<file path="src/rtl/ccff_chain_loader.sv">
// Streams configuration words LSB-first into a CCFF chain and reports done after CHAIN_LEN bits.
// Define CCFF_READBACK_EN to add a full-chain rotation with a ones-count integrity check.
module ccff_chain_loader #(
  parameter int CHAIN_LEN = 64,
  parameter int WORD_W    = 8
) (
  input  logic              prog_clk,
  input  logic              reset,
  input  logic              start,
  input  logic              abort,
  input  logic [WORD_W-1:0] cfg_data,
  input  logic              cfg_valid,
  output logic              cfg_ready,
  output logic              ccff_head,
  output logic              ccff_shift_en,
  input  logic              ccff_tail,
  output logic              busy,
  output logic              done,
  output logic              error
);
  localparam int CNT_W = $clog2(CHAIN_LEN + 1);
  localparam int WB_W  = $clog2(WORD_W + 1);
  localparam logic [CNT_W-1:0] CNT_ZERO = {CNT_W{1'b0}};
  localparam logic [CNT_W-1:0] CNT_ONE  = CNT_W'(1);
  localparam logic [CNT_W-1:0] CNT_MAX  = CNT_W'(CHAIN_LEN);
  localparam logic [WB_W-1:0]  WB_ZERO  = {WB_W{1'b0}};
  localparam logic [WB_W-1:0]  WB_ONE   = WB_W'(1);
  localparam logic [WB_W-1:0]  WB_FULL  = WB_W'(WORD_W - 1);

`ifdef CCFF_READBACK_EN
  localparam logic [CNT_W-1:0] CNT_LAST = CNT_W'(CHAIN_LEN - 1);
  typedef enum logic [1:0] {IDLE = 2'd0, LOAD = 2'd1, CHECK = 2'd2, DONE = 2'd3} state_t;
`else
  typedef enum logic [1:0] {IDLE = 2'd0, LOAD = 2'd1, DONE = 2'd3} state_t;
`endif

  state_t             state_r, state_nxt_s;
  logic [WORD_W-1:0]  sh_r, sh_nxt_s;
  logic [WB_W-1:0]    wb_r, wb_nxt_s;     // bits still waiting in sh_r (head_r holds the current one)
  logic [CNT_W-1:0]   cnt_r, cnt_nxt_s;
  logic               head_r, head_nxt_s;
  logic               shen_r, shen_nxt_s;
  logic               ready_r, ready_nxt_s;
  logic               busy_r, busy_nxt_s;
  logic               done_r, done_nxt_s;
  logic               error_r, error_nxt_s;
  logic               accept_s;

`ifdef CCFF_READBACK_EN
  logic [CNT_W-1:0]   ones_ld_r, ones_ld_nxt_s;
  logic [CNT_W-1:0]   ones_chk_r, ones_chk_nxt_s;
  logic               match_s;
  assign match_s = ((ones_chk_r + CNT_W'(ccff_tail)) == ones_ld_r);
`endif

  assign accept_s = cfg_valid && ready_r;

  // State register
  always_ff @(posedge prog_clk or negedge reset) begin
    if (!reset) state_r <= IDLE;
    else        state_r <= state_nxt_s;
  end

  // Next-state selection
  always_comb begin
    state_nxt_s = state_r;
    case (state_r)
      IDLE: begin
        if (start) state_nxt_s = LOAD;
        else       state_nxt_s = IDLE;
      end
      LOAD: begin
        if (abort)                 state_nxt_s = IDLE;
`ifdef CCFF_READBACK_EN
        else if (cnt_r == CNT_MAX) state_nxt_s = CHECK;
`else
        else if (cnt_r == CNT_MAX) state_nxt_s = DONE;
`endif
        else                       state_nxt_s = LOAD;
      end
`ifdef CCFF_READBACK_EN
      CHECK: begin
        if (abort)                              state_nxt_s = IDLE;
        else if (shen_r && (cnt_r == CNT_LAST)) state_nxt_s = match_s ? DONE : IDLE;
        else                                    state_nxt_s = CHECK;
      end
`endif
      DONE:    state_nxt_s = IDLE;
      default: state_nxt_s = IDLE;
    endcase
  end

  // Datapath and output next values
  always_comb begin
    sh_nxt_s    = sh_r;
    wb_nxt_s    = wb_r;
    cnt_nxt_s   = cnt_r;
    head_nxt_s  = head_r;
    shen_nxt_s  = 1'b0;
    error_nxt_s = error_r;
`ifdef CCFF_READBACK_EN
    ones_ld_nxt_s  = ones_ld_r;
    ones_chk_nxt_s = ones_chk_r;
`endif
    case (state_r)
      IDLE: begin
        sh_nxt_s   = {WORD_W{1'b0}};
        wb_nxt_s   = WB_ZERO;
        cnt_nxt_s  = CNT_ZERO;
        head_nxt_s = 1'b0;
`ifdef CCFF_READBACK_EN
        ones_ld_nxt_s = CNT_ZERO;
`endif
        if (start) error_nxt_s = 1'b0;
        else       error_nxt_s = error_r;
      end
      LOAD: begin
        if (abort) begin
          error_nxt_s = 1'b1;
          wb_nxt_s    = WB_ZERO;
        end else if (cnt_r == CNT_MAX) begin
          // Whatever is left of a partial last word is dropped here.
          wb_nxt_s = WB_ZERO;
`ifdef CCFF_READBACK_EN
          cnt_nxt_s      = CNT_ZERO;
          ones_chk_nxt_s = CNT_ZERO;
`endif
        end else if (wb_r != WB_ZERO) begin
          head_nxt_s = sh_r[0];
          sh_nxt_s   = sh_r >> 1'b1;
          wb_nxt_s   = wb_r - WB_ONE;
          shen_nxt_s = 1'b1;
          cnt_nxt_s  = cnt_r + CNT_ONE;
`ifdef CCFF_READBACK_EN
          ones_ld_nxt_s = ones_ld_r + CNT_W'(sh_r[0]);
`endif
        end else if (accept_s) begin
          head_nxt_s = cfg_data[0];
          sh_nxt_s   = cfg_data >> 1'b1;
          wb_nxt_s   = WB_FULL;
          shen_nxt_s = 1'b1;
          cnt_nxt_s  = cnt_r + CNT_ONE;
`ifdef CCFF_READBACK_EN
          ones_ld_nxt_s = ones_ld_r + CNT_W'(cfg_data[0]);
`endif
        end else begin
          shen_nxt_s = 1'b0;
        end
      end
`ifdef CCFF_READBACK_EN
      CHECK: begin
        if (abort) begin
          error_nxt_s = 1'b1;
        end else begin
          // First CHECK cycle only primes head_r with the tail bit, so the rotation closes on CHAIN_LEN shifts.
          head_nxt_s = ccff_tail;
          if (!shen_r) begin
            shen_nxt_s = 1'b1;
          end else if (cnt_r == CNT_LAST) begin
            shen_nxt_s  = 1'b0;
            error_nxt_s = error_r | ~match_s;
          end else begin
            shen_nxt_s     = 1'b1;
            cnt_nxt_s      = cnt_r + CNT_ONE;
            ones_chk_nxt_s = ones_chk_r + CNT_W'(ccff_tail);
          end
        end
      end
`endif
      DONE: begin
        if (abort) error_nxt_s = 1'b1;
        else       error_nxt_s = error_r;
      end
      default: begin
        shen_nxt_s = 1'b0;
      end
    endcase
  end

  assign ready_nxt_s = (state_nxt_s == LOAD) && (wb_nxt_s == WB_ZERO) && (cnt_nxt_s != CNT_MAX);
  assign busy_nxt_s  = (state_nxt_s != IDLE);
  assign done_nxt_s  = (state_nxt_s == DONE);

  // Datapath and output registers
  always_ff @(posedge prog_clk or negedge reset) begin
    if (!reset) begin
      sh_r    <= {WORD_W{1'b0}};
      wb_r    <= WB_ZERO;
      cnt_r   <= CNT_ZERO;
      head_r  <= 1'b0;
      shen_r  <= 1'b0;
      ready_r <= 1'b0;
      busy_r  <= 1'b0;
      done_r  <= 1'b0;
      error_r <= 1'b0;
    end else begin
      sh_r    <= sh_nxt_s;
      wb_r    <= wb_nxt_s;
      cnt_r   <= cnt_nxt_s;
      head_r  <= head_nxt_s;
      shen_r  <= shen_nxt_s;
      ready_r <= ready_nxt_s;
      busy_r  <= busy_nxt_s;
      done_r  <= done_nxt_s;
      error_r <= error_nxt_s;
    end
  end

`ifdef CCFF_READBACK_EN
  // Ones counters for the readback comparison
  always_ff @(posedge prog_clk or negedge reset) begin
    if (!reset) begin
      ones_ld_r  <= CNT_ZERO;
      ones_chk_r <= CNT_ZERO;
    end else begin
      ones_ld_r  <= ones_ld_nxt_s;
      ones_chk_r <= ones_chk_nxt_s;
    end
  end
`endif

  assign cfg_ready     = ready_r;
  assign ccff_head     = head_r;
  assign ccff_shift_en = shen_r;
  assign busy          = busy_r;
  assign done          = done_r;
  assign error         = error_r;
endmodule

</file>
<file path="config.mk">
export PLATFORM = sky130hd
export DESIGN_NAME = ccff_chain_loader
export DESIGN_NICKNAME = d
export VERILOG_FILES = /design/src/rtl/ccff_chain_loader.sv
export SDC_FILE = /design/constraint.sdc
export NUM_CORES = 1
export LEC_CHECK = 0
export ABC_AREA = 0
export BUFFER_PORTS_ARGS = -buffer_cell sky130_fd_sc_hd__buf_4
export CAP_MARGIN = 20
export CORE_MARGIN = 1
export CORE_UTILIZATION = 56
export CTS_BUF_LIST = sky130_fd_sc_hd__clkbuf_16
export CTS_CLUSTER_DIAMETER = 150
export DETAILED_ROUTE_END_ITERATION = 12
export PLACE_DENSITY = 0.85
export SLEW_MARGIN = 5
export SYNTH_ARGS = -nofsm -noshare
export SYNTH_HDL_FRONTEND = slang
export SYNTH_SLANG_ARGS = --single-unit
</file>
<file path="constraint.sdc">
create_clock -name prog_clk -period 2.41 [get_ports prog_clk]
set_input_delay 0.1205 -clock prog_clk [delete_from_list [all_inputs] [get_ports prog_clk]]
set_output_delay 0.1205 -clock prog_clk [all_outputs]
set_load 0.02 [all_outputs]
</file>
==> flow_summary_export.csv <==
group,metric,value,unit
clocking,clock_path_buffers,2,
timing,fin_setup_tns,0,ns
routing,route.detailed.drc,0,
die,die_area,2860,um^2
clocking,worstSkewPairLatency,0.26,ns
worst_setup_path,arrival,2.48,ns
yosys,synth_top_flop_cell,"dfrtp_1",
yosys,yosysTopAreaCellShare,43.8,%
clocking,root_buffer,"clkbuf_16",
placed_design,portBuffers,18,
global_routing,antenna_found_initial,0,
routing,avgViaCountPerCell,6.06,
clocking,cts_buffers,3,
pwr,power_density,1180,nW/um^2
yosys,synth_largest_area_cell,"dfrtp_1",
routing,drt_first_pass_iters,4,
yosys,yosysSeqAreaShare,43.8,%
timing,period_share,97.0,%
timing,rsz0062_at_grt,"true",
worst_setup_path,rr_startpoint,"wb_r[1]$_DFF_PN0_",
layout,area.sequential,651,um^2
worst_setup_path,crit_type,"reg2reg",
global_routing,grt_usage,27.6,%
layout,postLayoutCoreUtil,70.8,%
placed_design,gp_congestion,0.861,
clocking,cts.sinks,26,
yosys,avgSynthCellArea,9.46,um^2
routing,vias,1284,
hold_path,hp-start,"cfg_data[7]",
yosys,syn_area,1490,um^2
layout,drive_gt1_share,27.5,%
clocking,cts.htree.levels,1,
die,ios,20,
placed_design,dp.final_hpwl,2410,um
layout,final_net_count,201,
timing,max_slew_margin,49.7,%
timing,setup-violations-final,0,
placed_design,place_area,1650,um^2
worst_setup_path,r2r_setup_slack,0.07,ns
global_routing,grt_max_degree,27,
yosys,syn_inst,157,
job,cap_violations,0,
worst_setup_path,worst-path-max-fanout,5,
routing,routed_wl,3370,um
global_routing,grt_overflow,0,
yosys,synthArstFlopShare,100,%
worst_setup_path,r2r_end,"cfg_ready$_DFF_PN0_",
pwr,vdd_drop_max,1010,uV
yosys,synthDistinctLibCells,46,
timing,max_freq,428,MHz
worst_setup_path,startpoint,"wb_r[1]$_DFF_PN0_",
routing,wl_per_cell,15.9,um
yosys,synth_seq_cells,26,
yosys,synth_nets,174,
yosys,synth.area.top_cells,"dfrtp_1 (44%), nand2_1 (6.6%), mux2_2 (3.8%)",
clocking,cts_tree,"yes",
hold_path,hp-class,"in2reg",
worst_setup_path,endpoint_kind,"flip-flop",
layout,area_growth,19.1,%
hold_path,hold_depth,3,
timing,period_needed,2.34,ns
die,fp-row-count,18,
die,die_w,53.5,um
outcome,outcome,"finished clean",
die,initial_core_util,59.4,%
layout,postLayoutCellArea,1770,um^2
timing,holdWs,0.113,ns
layout,antennaDiodeCount,0,
hold_path,worstHoldEndpoint,"sh_r[6]$_DFFE_PN0P_",
yosys,synth_warnings,0,
worst_setup_path,crit_required,2.55,ns
routing,ant_nets,0,
global_routing,grt_pass1_wl,5470,um
layout,fill_cells,186,
yosys,synth_edf_count,0,
timing,finalClockSkew,0.00129,ns
worst_setup_path,cp-start-kind,"flip-flop",
clocking,clk_pin_slew_worst_paths,0.06,ns
routing,drt_iter0_markers,30,
die,dieHeight,53.5,um
global_routing,grt_pass1_vias,1235,
layout,multi_input_area,741,um^2
die,core,2500,um^2
worst_setup_path,r2r_cells,8,
timing,drv_slew,0,
pwr,cellLeakagePower,0.000837,uW
timing,hold_viol_final,0,
timing,worst_pin_slew,0.750,ns
-- cells by family (layout without fill, tap and decap cells) --
| group | count (synthesis) | in the layout | synth area share (%) |
|---|---|---|---|
| fa+ha+maj | 3 | 3 | 2.53 |
| buf+inv | 19 | 44 | 7.41 |
| flops | 26 | 26 | 43.8 |
| mux | 6 | 6 | 4.46 |
| simple gates | 61 | 61 | 22.2 |
| compound gates | 42 | 42 | 19.5 |
-- sequential cells by signal (all words and copies together) (netlist names) --
name / flops
cnt_r: 7
sh_r: 7
wb_r: 4
state_r: 2
busy: 1
ccff_head: 1
ccff_shift_en: 1
cfg_ready: 1
done: 1
error: 1
-- what timing repair did --
item,4_1_cts,5_1_grt
endpoints found under the hold margin,26,0
hold buffers,1,0
setup endpoints to repair,1,1
resized for setup,1,4
pin swaps,1,2
setup buffers,1,1
-- through the flow --
step	total power, uW	cells	setup WS [ns]
finish	2080	212	0.0726
global route	2230	212	-0.0483
CTS	2040	211	0.0127
detailed placement	1650	206	0.000487
global placement	1600	206	0.117
floorplan	1330	157	0.216
-- power by group --
part	total, uW	leakage [uW]	internal [uW]	switching, uW
Clock	360	0.0000370	220	140
Sequential	627	0.000345	553	74.5
Combinational	1090	0.000456	499	595
-- layer usage --
layer / track usage (%) / wire length [um]
met1: 33.8 / 1430
met5: 0 / 0
met3: 4.89 / 175
met2: 45.4 / 1700
met4: 15.4 / 71
-- cell type report --
cell class	count	area share, %
flip-flops and latches	26	36.8
inverters	12	2.55
repair buffers	29	12.4
well taps	30	2.12
clock buffers	3	4.24
multi-input cells	112	41.9
-- placed cells by master, fill, tap and decap left out, types with 2 or more instances in the layout --
cell type	instances
inv_1	10
mux2_2	5
a311oi_1	3
ha_1	2
nand2_1	26
nor2_1	11
a211oi_1	3
inv_2	2
nand2b_1	2
nand3_1	4
dfrtp_1	26
a21o_1	2
nand4_1	2
o21ai_0	8
a22oi_1	2
buf_4	28
a21oi_1	11
clkbuf_16	3
nor3_1	4
-- worst max-delay path by stage --
stage,endpoint,cells after the start,slack [ns]
finish,cfg_ready$_DFF_PN0_,8,0.07
global route,cfg_ready$_DFF_PN0_,8,-0.05
CTS,cfg_ready$_DFF_PN0_,8,0.01
detailed placement,cfg_ready$_DFF_PN0_,8,0.0005
global placement,cfg_ready$_DFF_PN0_,8,0.12
floorplan,cfg_ready$_DFF_PN0_,8,0.22
-- cell usage after synthesis, types with 2 or more instances --
cell      count
nor3_1        4
a21oi_1      11
a311oi_1      3
a22oi_1       2
ha_1          3
dfrtp_1      26
inv_1        12
o21ai_0       8
nor2_1       11
clkbuf_8      3
a211oi_1      3
clkbuf_1      2
nand2b_1      2
mux2_2        5
nand3_1       4
nand2_1      26
nand4_1       2
a21o_1        2
-- critical path, cell delays in order (launching register included) --
cell and delay [ns]:
dfrtp_1 0.39, inv_2 0.09, ha_4 0.15, nor3b_4 0.31, a21o_1 0.25, nor3_2 0.06, o32a_1 0.30, or4_4 0.41
o31a_1 0.26
Power figures use the tool's default switching activity.
